[src/rtl/ap_pkg.sv]
// Shared types and constants for the associative-processor LUT sequencer.
package ap_pkg;

  typedef enum logic [2:0] {
    StIdle,
    StClear,
    StCompare,
    StWait,
    StWrite,
    StDone
  } state_e;

  // Truth tables are indexed by {b, a}.
  localparam logic [3:0] TT_AND    = 4'b1000;
  localparam logic [3:0] TT_OR     = 4'b1110;
  localparam logic [3:0] TT_XOR    = 4'b0110;
  localparam logic [3:0] TT_NAND   = 4'b0111;
  localparam logic [3:0] TT_NOR    = 4'b0001;
  localparam logic [3:0] TT_XNOR   = 4'b1001;
  localparam logic [3:0] TT_COPY_A = 4'b1010;

  function automatic int unsigned clog2(input int unsigned value);
    int unsigned res;
    res = 0;
    for (int unsigned k = 0; k < 32; k++) begin
      if ((32'd1 << k) < value) res = k + 1;
    end
    return res;
  endfunction

endpackage

[src/rtl/ap_pass_select.sv]
// Picks minterm passes: the next set truth-table bit above p, and the lowest set bit.
module ap_pass_select (
  input  logic [3:0] tt_i,
  input  logic [1:0] p_i,
  output logic [1:0] next_p_o,
  output logic       next_valid_o,
  output logic [1:0] low_p_o
);

  always_comb begin
    next_p_o     = p_i;
    next_valid_o = 1'b0;
    low_p_o      = 2'd0;
    // Walk downwards so the lowest qualifying bit is the last one assigned.
    for (int k = 3; k >= 0; k--) begin
      if (tt_i[k]) begin
        low_p_o = 2'(k);
        if (k > int'(p_i)) begin
          next_p_o     = 2'(k);
          next_valid_o = 1'b1;
        end
      end
    end
  end

endmodule

[src/rtl/ap_lut_sequencer.sv]
// Bit-serial sequencer computing C = f(A, B) across all CAM cells from a 2-input truth table.
module ap_lut_sequencer
  import ap_pkg::*;
#(
  parameter int unsigned WORD_SIZE  = 8,
  parameter int unsigned CELL_QUANT = 512,
  parameter int unsigned CMP_LAT    = 1
) (
  input  logic                  clka,
  input  logic                  rst,
  input  logic                  start,
  input  logic [3:0]            tt,
  output logic                  busy,
  output logic                  done,
  output logic                  cam_mode,
  output logic [WORD_SIZE-1:0]  key_a,
  output logic [WORD_SIZE-1:0]  key_b,
  output logic [WORD_SIZE-1:0]  mask_a,
  output logic [WORD_SIZE-1:0]  mask_b,
  output logic [WORD_SIZE-1:0]  mask_c,
  output logic [WORD_SIZE-1:0]  data_c,
  output logic [CELL_QUANT-1:0] wea_vec_c,
  input  logic [CELL_QUANT-1:0] tags_a,
  input  logic [CELL_QUANT-1:0] tags_b
);

  localparam int unsigned IdxW = clog2(WORD_SIZE) + 1;
  localparam int unsigned CntW = (CMP_LAT > 1) ? clog2(CMP_LAT) : 1;

  state_e                state_q, state_d;
  logic [3:0]            tt_q, tt_d;
  logic [IdxW-1:0]       i_q, i_d;
  logic [1:0]            p_q, p_d;
  logic [CntW-1:0]       cnt_q, cnt_d;

  logic                  busy_q, busy_d, done_q, done_d, cam_mode_q, cam_mode_d;
  logic [WORD_SIZE-1:0]  key_a_q, key_a_d, key_b_q, key_b_d;
  logic [WORD_SIZE-1:0]  mask_a_q, mask_a_d, mask_b_q, mask_b_d;
  logic [WORD_SIZE-1:0]  mask_c_q, mask_c_d, data_c_q, data_c_d;
  logic [CELL_QUANT-1:0] wea_q, wea_d;

  logic [1:0]            next_p, low_p;
  logic                  next_valid;

  ap_pass_select u_pass_select (
    .tt_i         (tt_q),
    .p_i          (p_q),
    .next_p_o     (next_p),
    .next_valid_o (next_valid),
    .low_p_o      (low_p)
  );

  always_comb begin
    state_d = state_q;
    tt_d    = tt_q;
    i_d     = i_q;
    p_d     = p_q;
    cnt_d   = cnt_q;
    unique case (state_q)
      StIdle: begin
        if (start) begin
          tt_d    = tt;
          i_d     = '0;
          state_d = StClear;
        end
      end
      StClear: begin
        p_d     = low_p;
        state_d = (tt_q == 4'd0) ? StDone : StCompare;
      end
      StCompare: begin
        cnt_d   = '0;
        state_d = StWait;
      end
      StWait: begin
        if (cnt_q == CntW'(CMP_LAT - 1)) state_d = StWrite;
        else                             cnt_d   = cnt_q + 1'b1;
      end
      StWrite: begin
        if (next_valid) begin
          p_d     = next_p;
          state_d = StCompare;
        end else if (i_q == IdxW'(WORD_SIZE - 1)) begin
          state_d = StDone;
        end else begin
          i_d     = i_q + 1'b1;
          p_d     = low_p;
          state_d = StCompare;
        end
      end
      StDone:  state_d = StIdle;
      default: state_d = StIdle;
    endcase
  end

  // Outputs are derived from the next state so every port comes straight from a flop.
  always_comb begin
    busy_d     = (state_d != StIdle);
    done_d     = (state_d == StDone);
    cam_mode_d = (state_d != StIdle) && (state_d != StDone);
    key_a_d    = key_a_q;
    key_b_d    = key_b_q;
    mask_a_d   = mask_a_q;
    mask_b_d   = mask_b_q;
    mask_c_d   = mask_c_q;
    data_c_d   = data_c_q;
    wea_d      = '0;
    unique case (state_d)
      StClear: begin
        mask_c_d = '1;
        data_c_d = '0;
        wea_d    = '1;
      end
      StCompare: begin
        key_a_d  = WORD_SIZE'(p_d[0]) << i_d;
        key_b_d  = WORD_SIZE'(p_d[1]) << i_d;
        mask_a_d = WORD_SIZE'(1) << i_d;
        mask_b_d = WORD_SIZE'(1) << i_d;
      end
      StWrite: begin
        wea_d    = tags_a & tags_b;
        data_c_d = WORD_SIZE'(1) << i_d;
        mask_c_d = WORD_SIZE'(1) << i_d;
      end
      StWait: ;
      default: begin
        key_a_d  = '0;
        key_b_d  = '0;
        mask_a_d = '1;
        mask_b_d = '1;
        mask_c_d = '1;
        data_c_d = '0;
      end
    endcase
  end

  always_ff @(posedge clka) begin
    if (rst) begin
      state_q    <= StIdle;
      tt_q       <= '0;
      i_q        <= '0;
      p_q        <= '0;
      cnt_q      <= '0;
      busy_q     <= 1'b0;
      done_q     <= 1'b0;
      cam_mode_q <= 1'b0;
      key_a_q    <= '0;
      key_b_q    <= '0;
      mask_a_q   <= '1;
      mask_b_q   <= '1;
      mask_c_q   <= '1;
      data_c_q   <= '0;
      wea_q      <= '0;
    end else begin
      state_q    <= state_d;
      tt_q       <= tt_d;
      i_q        <= i_d;
      p_q        <= p_d;
      cnt_q      <= cnt_d;
      busy_q     <= busy_d;
      done_q     <= done_d;
      cam_mode_q <= cam_mode_d;
      key_a_q    <= key_a_d;
      key_b_q    <= key_b_d;
      mask_a_q   <= mask_a_d;
      mask_b_q   <= mask_b_d;
      mask_c_q   <= mask_c_d;
      data_c_q   <= data_c_d;
      wea_q      <= wea_d;
    end
  end

  assign busy      = busy_q;
  assign done      = done_q;
  assign cam_mode  = cam_mode_q;
  assign key_a     = key_a_q;
  assign key_b     = key_b_q;
  assign mask_a    = mask_a_q;
  assign mask_b    = mask_b_q;
  assign mask_c    = mask_c_q;
  assign data_c    = data_c_q;
  assign wea_vec_c = wea_q;

endmodule

[config.mk]
export PLATFORM = sky130hd
export DESIGN_NAME = ap_lut_sequencer
export DESIGN_NICKNAME = d
export VERILOG_FILES = /design/src/rtl/ap_pkg.sv /design/src/rtl/ap_pass_select.sv /design/src/rtl/ap_lut_sequencer.sv
export SDC_FILE = /design/constraint.sdc
export NUM_CORES = 1
export LEC_CHECK = 0
export ABC_CLOCK_PERIOD_IN_PS = 2000
export BUFFER_PORTS_ARGS = -buffer_cell sky130_fd_sc_hd__buf_4
export CAP_MARGIN = 20
export CORE_AREA = 2 2 621 623
export DETAILED_ROUTE_END_ITERATION = 6
export DIE_AREA = 0 0 623 625
export MAX_ROUTING_LAYER = met4
export SLEW_MARGIN = 5
export SYNTH_ARGS = -nofsm -noshare
export SYNTH_HDL_FRONTEND = slang
export SYNTH_SLANG_ARGS = --single-unit
[constraint.sdc]
create_clock -name clka -period 2 [get_ports clka]
set_input_delay 0.1 -clock clka [delete_from_list [all_inputs] [get_ports clka]]
set_output_delay 0.1 -clock clka [all_outputs]
set_load 0.02 [all_outputs]
==> flow_summary.json, run 1 <==
{
  "vias_per_cell": 3.01,
  "worstPathArrival_ps": 2880,
  "grtUsageMet1_pct": 18.3,
  "ant_nets": 0,
  "std_cell_rows": 228,
  "synth-compound-area-share_pct": 16.9,
  "rsz0062_at_grt": "yes",
  "grt_pass1_wl_mm": 412,
  "whs_ps": 112,
  "rrSetupSlack_ps": -110,
  "min_path_type": "input port to flip-flop",
  "muxShareOfSynthArea_pct": 0.170,
  "finalNetCount": 5797,
  "cts_buffers": 88,
  "die_area_um2": 389000,
  "cts_tree": "done",
  "postRouteWirelength_mm": 352,
  "ir_drop_mv": 0.612,
  "grt_use_met2_pct": 30.1,
  "synth.distinct_cells": 55,
  "fin_area_um2": 53600,
  "power.density_nw_per_um2": 845,
  "clock_skew_ps": 57.9,
  "antenna_found_initial": 332,
  "critPathKind": "flip-flop to flip-flop",
  "worst_setup_path_start_kind": "flip-flop",
  "coreArea_um2": 384000,
  "crit_buf_inv": 0,
  "grtUsageTotal_pct": 17.7,
  "synth-simple-area-share_pct": 16.6,
  "cts_root_buf": "clkbuf_16",
  "endpoint_kind": "flip-flop",
  "grt_max_degree": 100,
  "start_util_pct": 4.81,
  "final_cell_count_no_fill": 10000,
  "critPathSlowestCell": "or4_4",
  "synth_xor_area_share_pct": 0.0475,
  "timing.fmax_ghz": 0.474,
  "dp_hpwl_mm": 310,
  "cpLargestDelayFamily": "simple AND/OR/NAND/NOR gates",
  "dpl-instance-area_um2": 37900,
  "insertion_delay_ps": 850,
  "synthFlopType": "dfxtp_1",
  "die_y_um": 625,
  "final_core_util_pct": 14.0,
  "firstDrtPassIters": 6,
  "path_clk_slew_ps": 60,
  "cp_slowest_stage_delay_ps": 540,
  "ys_warn_count": 0,
  "cp_data_required_time_ps": 2770,
  "gr-max-usage-layer": "met2",
  "ys_seq_elements": 568,
  "pre_cts_ws_ps": -246,
  "cts.sinks": 568,
  "gr-usage-met3_pct": 6.56,
  "synth_nets": 3006,
  "port_buffers": 1593,
  "finalSetupViolations": 25,
  "htreeDepth": 3,
  "layout_commonest_cell": "buf_4",
  "yosysSeqAreaShare_pct": 61.6,
  "maxCapViolCount": 0,
  "relSlewSlack_pct": 47.1,
  "fin_setup_tns_ps": -934,
  "gr-total-overflow": 0,
  "crit_fanout": 8,
  "crit_chain": "ha_4 -> and3b_2 -> a21oi_2 -> o32ai_2 -> a221o_1 -> or4_4 -> o21ai_2",
  "grt_pass1_vias": 29700,
  "worst_slack_ps": -110,
  "dp.cells": 8647,
  "failed_checks": "negative setup slack",
  "synth-adder-area-share_pct": 0.0678,
  "worst-slew-pin-transition_ps": 794,
  "layout_common_cells": "buf_4 (1772), dlygate4sd3_1 (1036), dfxtp_1 (558), nand3_1 (453), a21oi_1 (451)",
  "synth_edf_count": 0,
  "netlist_instances": 1974,
  "ios": 1594,
  "nFillCells": 43700,
  "p_leak_nw": 21.3,
  "status": "complete, but fails checks",
  "report.power.total_mw": 45.3,
  "fp.dieW_um": 623,
  "hold_viol_final": 0,
  "synth_top_family_by_area": "compound AO/OA/AOI/OAI gates",
  "avgRoutedWirePerCell_um": 35.1,
  "period_needed_ps": 2110,
  "syn_area_per_cell_um2": 9.35,
  "area_growth_pct": 191,
  "drc": 0,
  "finalCritPeriodShare_pct": 106,
  "place_congestion": 1.07,
  "async_flop_share_pct": 0,
  "drt-initial-drc-count": 2257,
  "drive_gt1_share_pct": 46.2,
  "synth_area_um2": 18500,
  "route.vias.total": 30100,
  "cts_buffer_depth": 4,
  "maxSlewViolCount": 0
}
[synth_stat cells, drive strengths merged, types with 3 or more instances]
| master | n | share of area, % |
|---|---|---|
| nor4 | 3 | 0.14 |
| clkbuf | 141 | 2.9 |
| nand2b | 4 | 0.14 |
| inv | 3 | 0.061 |
| buf | 51 | 1.6 |
| a211oi | 3 | 0.15 |
| nand3b | 3 | 0.12 |
| nor3 | 5 | 0.14 |
| o2bb2ai | 8 | 0.38 |
| a2bb2oi | 8 | 0.38 |
| nand2 | 35 | 0.71 |
| dfxtp | 568 | 62 |
| nor2 | 24 | 0.49 |
| nor2b | 4 | 0.18 |
| and3 | 3 | 0.10 |
| nand3 | 522 | 14 |
| a21oi | 533 | 14 |
| o21ai | 23 | 0.79 |
[worst register-to-register path, stage by stage (launching register included)]
cell,delay [ps]
dfxtp_2,340
ha_4,160
and3b_2,230
a21oi_2,140
o32ai_2,90
a221o_1,350
or4_4,540
o21ai_2,170
[cell type report]
type / count / area, um^2 / share of cell area, %
Antenna cell: 122 / 305 / 0.569
Tap cell: 5060 / 6330 / 11.8
Multi-Input combinational cell: 1210 / 7320 / 13.6
Clock inverter: 46 / 599 / 1.12
Timing Repair Buffer: 2893 / 25300 / 47.2
Clock buffer: 105 / 2370 / 4.41
Inverter: 4 / 15.0 / 0.0280
Sequential cell: 568 / 11400 / 21.2
[what timing repair did]
| item | 4_1_cts | 5_1_grt |
|---|---|---|
| hold endpoints to repair | 525 | 0 |
| hold buffers | 1036 | 0 |
| pin swaps | 12 | 42 |
| setup buffers | 13 | 26 |
| resized for setup | 84 | 218 |
| cloned | 6 | 9 |
| endpoints found under the setup margin | 218 | 166 |
[kinds of logic after synthesis]
kind of cell / count (synthesis)
AOI/OAI and AO/OA: 591
xor gates and xnor gates: 1
adders and majority gates: 1
buffers and inverters: 196
DFF: 568
muxes: 3
and+or+nand+nor: 614
[flip-flops by register name (all words and copies together) (netlist names), 2 cells and up]
name / flops
i_q: 4
key_b: 8
p_q: 2
data_c: 8
mask_c: 8
tt_q: 4
state_q: 3
wea_vec_c: 512
mask_b: 8
key_a: 8
[where the power goes]
part | leakage (nW) | switching (mW) | total, mW | internal [mW]
combinational | 15.1 | 8.98 | 15.0 | 5.99
sequential | 4.69 | 0.867 | 13.6 | 12.8
clock | 1.45 | 6.93 | 16.7 | 9.80
total | 21.3 | 16.8 | 45.3 | 28.6
[path summary, 6_finish.rpt]
check / start / endpoint / cells after the start
min: tags_b[508] / wea_vec_c[508]$_SDFF_PP0_ / 4
max: i_q[0]$_SDFF_PP0_ / key_b[2]$_SDFFE_PP0N_ / 7
min reg2reg: key_b[4]$_SDFFE_PP0N_ / key_b[4]$_SDFFE_PP0N_ / 2
max reg2reg: i_q[0]$_SDFF_PP0_ / key_b[2]$_SDFFE_PP0N_ / 7
[routing by layer]
layer / part of all wire, % / vias to the layer above
li1: - / 12800
met1: 36 / 14500
met2: 49 / 2091
met3: 9.4 / 727
met4: 5.2 / 0
met5: 0 / -
No activity file was read; power rests on OpenSTA's default activity.
==> inputs of run 2 (changes only) <==
Settings changed: ABC_CLOCK_PERIOD_IN_PS 2000 to default, CTS_BUF_LIST from default to sky130_fd_sc_hd__clkbuf_8 sky130_fd_sc_hd__clkbuf_16.
==> flow_summary.json, run 2 (same netlist as run 1, synthesis figures left out) <==
{
  "cts_tree": "done",
  "finalSetupViolations": 34,
  "worst_slack_ps": -113,
  "power.density_nw_per_um2": 845,
  "antenna_found_initial": 332,
  "r2r-start": "i_q[0]$_SDFF_PP0_",
  "pre_cts_ws_ps": -246,
  "port_buffers": 1593,
  "cts_buffers": 88,
  "report.power.total_mw": 45.3,
  "insertion_delay_ps": 850,
  "fin_area_um2": 53600,
  "avgRoutedWirePerCell_um": 35.1,
  "r2r_cells": 7,
  "drive_gt1_share_pct": 46.2,
  "drc": 0,
  "timing.fmax_ghz": 0.473,
  "largest_reg_flops": 512,
  "hp-start": "tags_b[508]",
  "firstDrtPassIters": 5,
  "cts_root_buf": "clkbuf_16",
  "period_needed_ps": 2110,
  "min_path_type": "input port to flip-flop",
  "ios": 1594,
  "place_congestion": 1.07,
  "status": "complete, but fails checks",
  "fin_setup_tns_ps": -1110,
  "finalCritPeriodShare_pct": 106,
  "failed_checks": "negative setup slack",
  "multiInputGateArea_um2": 7310,
  "ir_drop_mv": 0.611,
  "dp_hpwl_mm": 310,
  "endpoint_kind": "flip-flop",
  "cp_data_required_time_ps": 2770,
  "clock_skew_ps": 56.7,
  "worst_setup_path_start_kind": "flip-flop",
  "std_cell_rows": 228,
  "p_leak_nw": 21.3,
  "grt_max_degree": 100,
  "startpoint": "i_q[0]$_SDFF_PP0_",
  "relSlewSlack_pct": 46.9,
  "vias_per_cell": 3.01,
  "drt-initial-drc-count": 2358,
  "hold_viol_final": 0,
  "cts_buffer_depth": 4,
  "area_growth_pct": 191,
  "dpl-instance-area_um2": 37900,
  "layout_common_cells": "buf_4 (1772), dlygate4sd3_1 (1036), dfxtp_1 (558), nand3_1 (453), a21oi_1 (451)",
  "gr-total-overflow": 0,
  "rsz0062_at_grt": "yes",
  "postRouteWirelength_mm": 352,
  "grt_pass1_wl_mm": 412,
  "maxCapViolCount": 0,
  "ant_nets": 0,
  "fp.dieW_um": 623,
  "path_clk_slew_ps": 60,
  "grtUsageTotal_pct": 17.7,
  "coreArea_um2": 384000,
  "dp.cells": 8647,
  "whs_ps": 105,
  "maxSlewViolCount": 0,
  "hold_depth": 4,
  "route.vias.total": 30100,
  "worst-slew-pin-transition_ps": 796,
  "finalNetCount": 5797,
  "seqCellArea_um2": 11400,
  "nFillCells": 43700,
  "start_util_pct": 4.81,
  "critPathKind": "flip-flop to flip-flop",
  "grt_pass1_vias": 29700,
  "worstPathArrival_ps": 2880,
  "cts.sinks": 568,
  "htreeDepth": 3,
  "final_cell_count_no_fill": 10000,
  "rrSetupSlack_ps": -110,
  "layout_commonest_cell": "buf_4",
  "die_y_um": 625,
  "final_core_util_pct": 14.0,
  "crit_fanout": 8,
  "die_area_um2": 389000
}
-- run 2: cell types whose count changed in the layout (fill, tap and decap cells not counted) --
cell | before | now
nand2b_2 | 0 | 1
o2bb2ai_1 | 1 | 2
inv_1 | 3 | 10
nand2b_4 | 2 | 1
clkbuf_1 | 7 | 0
o2bb2ai_2 | 6 | 5
a2bb2oi_2 | 5 | 6
a2bb2oi_1 | 3 | 2
diode_2 | 122 | 123
-- run 2: cell type report --
class	instances	share of cell area, %
repair buffers	2893	47.2
flip-flops and latches	568	21.2
multi-input cells	1210	13.6
well taps	5060	11.8
clock buffers	98	4.36
clock inverters	53	1.17
diodes	123	0.574
inverters	4	0.0280
-- run 2: worst paths after layout --
path | end
min reg2reg | data_c[7]$_SDFFE_PP0N_
max reg2reg | key_b[2]$_SDFFE_PP0N_
max | key_b[2]$_SDFFE_PP0N_
min | wea_vec_c[508]$_SDFF_PP0_
-- run 2: critical path, cell delays in order (launching register included) --
cell	delay [ps]
dfxtp_2	340
ha_4	160
and3b_2	230
a21oi_2	140
o32ai_2	90
a221o_1	350
or4_4	540
o21ai_2	170
-- run 2: metal layers --
metal | global-route usage [%] | wire [um] | vias up | share of wire [%]
met4 | 7.09 | 18900 | 0 | 5.4
met2 | 30.1 | 172000 | 2073 | 49
met1 | 18.3 | 127000 | 14500 | 36
met3 | 6.56 | 33600 | 755 | 9.5
li1 | - | - | 12800 | -
met5 | - | 0 | - | 0
-- run 2: timing repair --
| item | 4_1_cts | 5_1_grt |
|---|---|---|
| hold buffers | 1036 | 0 |
| endpoints found under the setup margin | 218 | 166 |
| pin swaps | 12 | 41 |
| gates cloned | 6 | 9 |
| setup buffers | 13 | 26 |
| gates resized for setup | 84 | 217 |
| endpoints found under the hold margin | 525 | 0 |
-- run 2: where the power goes --
| part | switching [mW] | leakage (nW) | internal (mW) |
|---|---|---|---|
| clock | 6.94 | 1.48 | 9.76 |
| sequential | 0.866 | 4.69 | 12.8 |
| combinational | 8.97 | 15.1 | 5.99 |
| total | 16.8 | 21.3 | 28.5 |
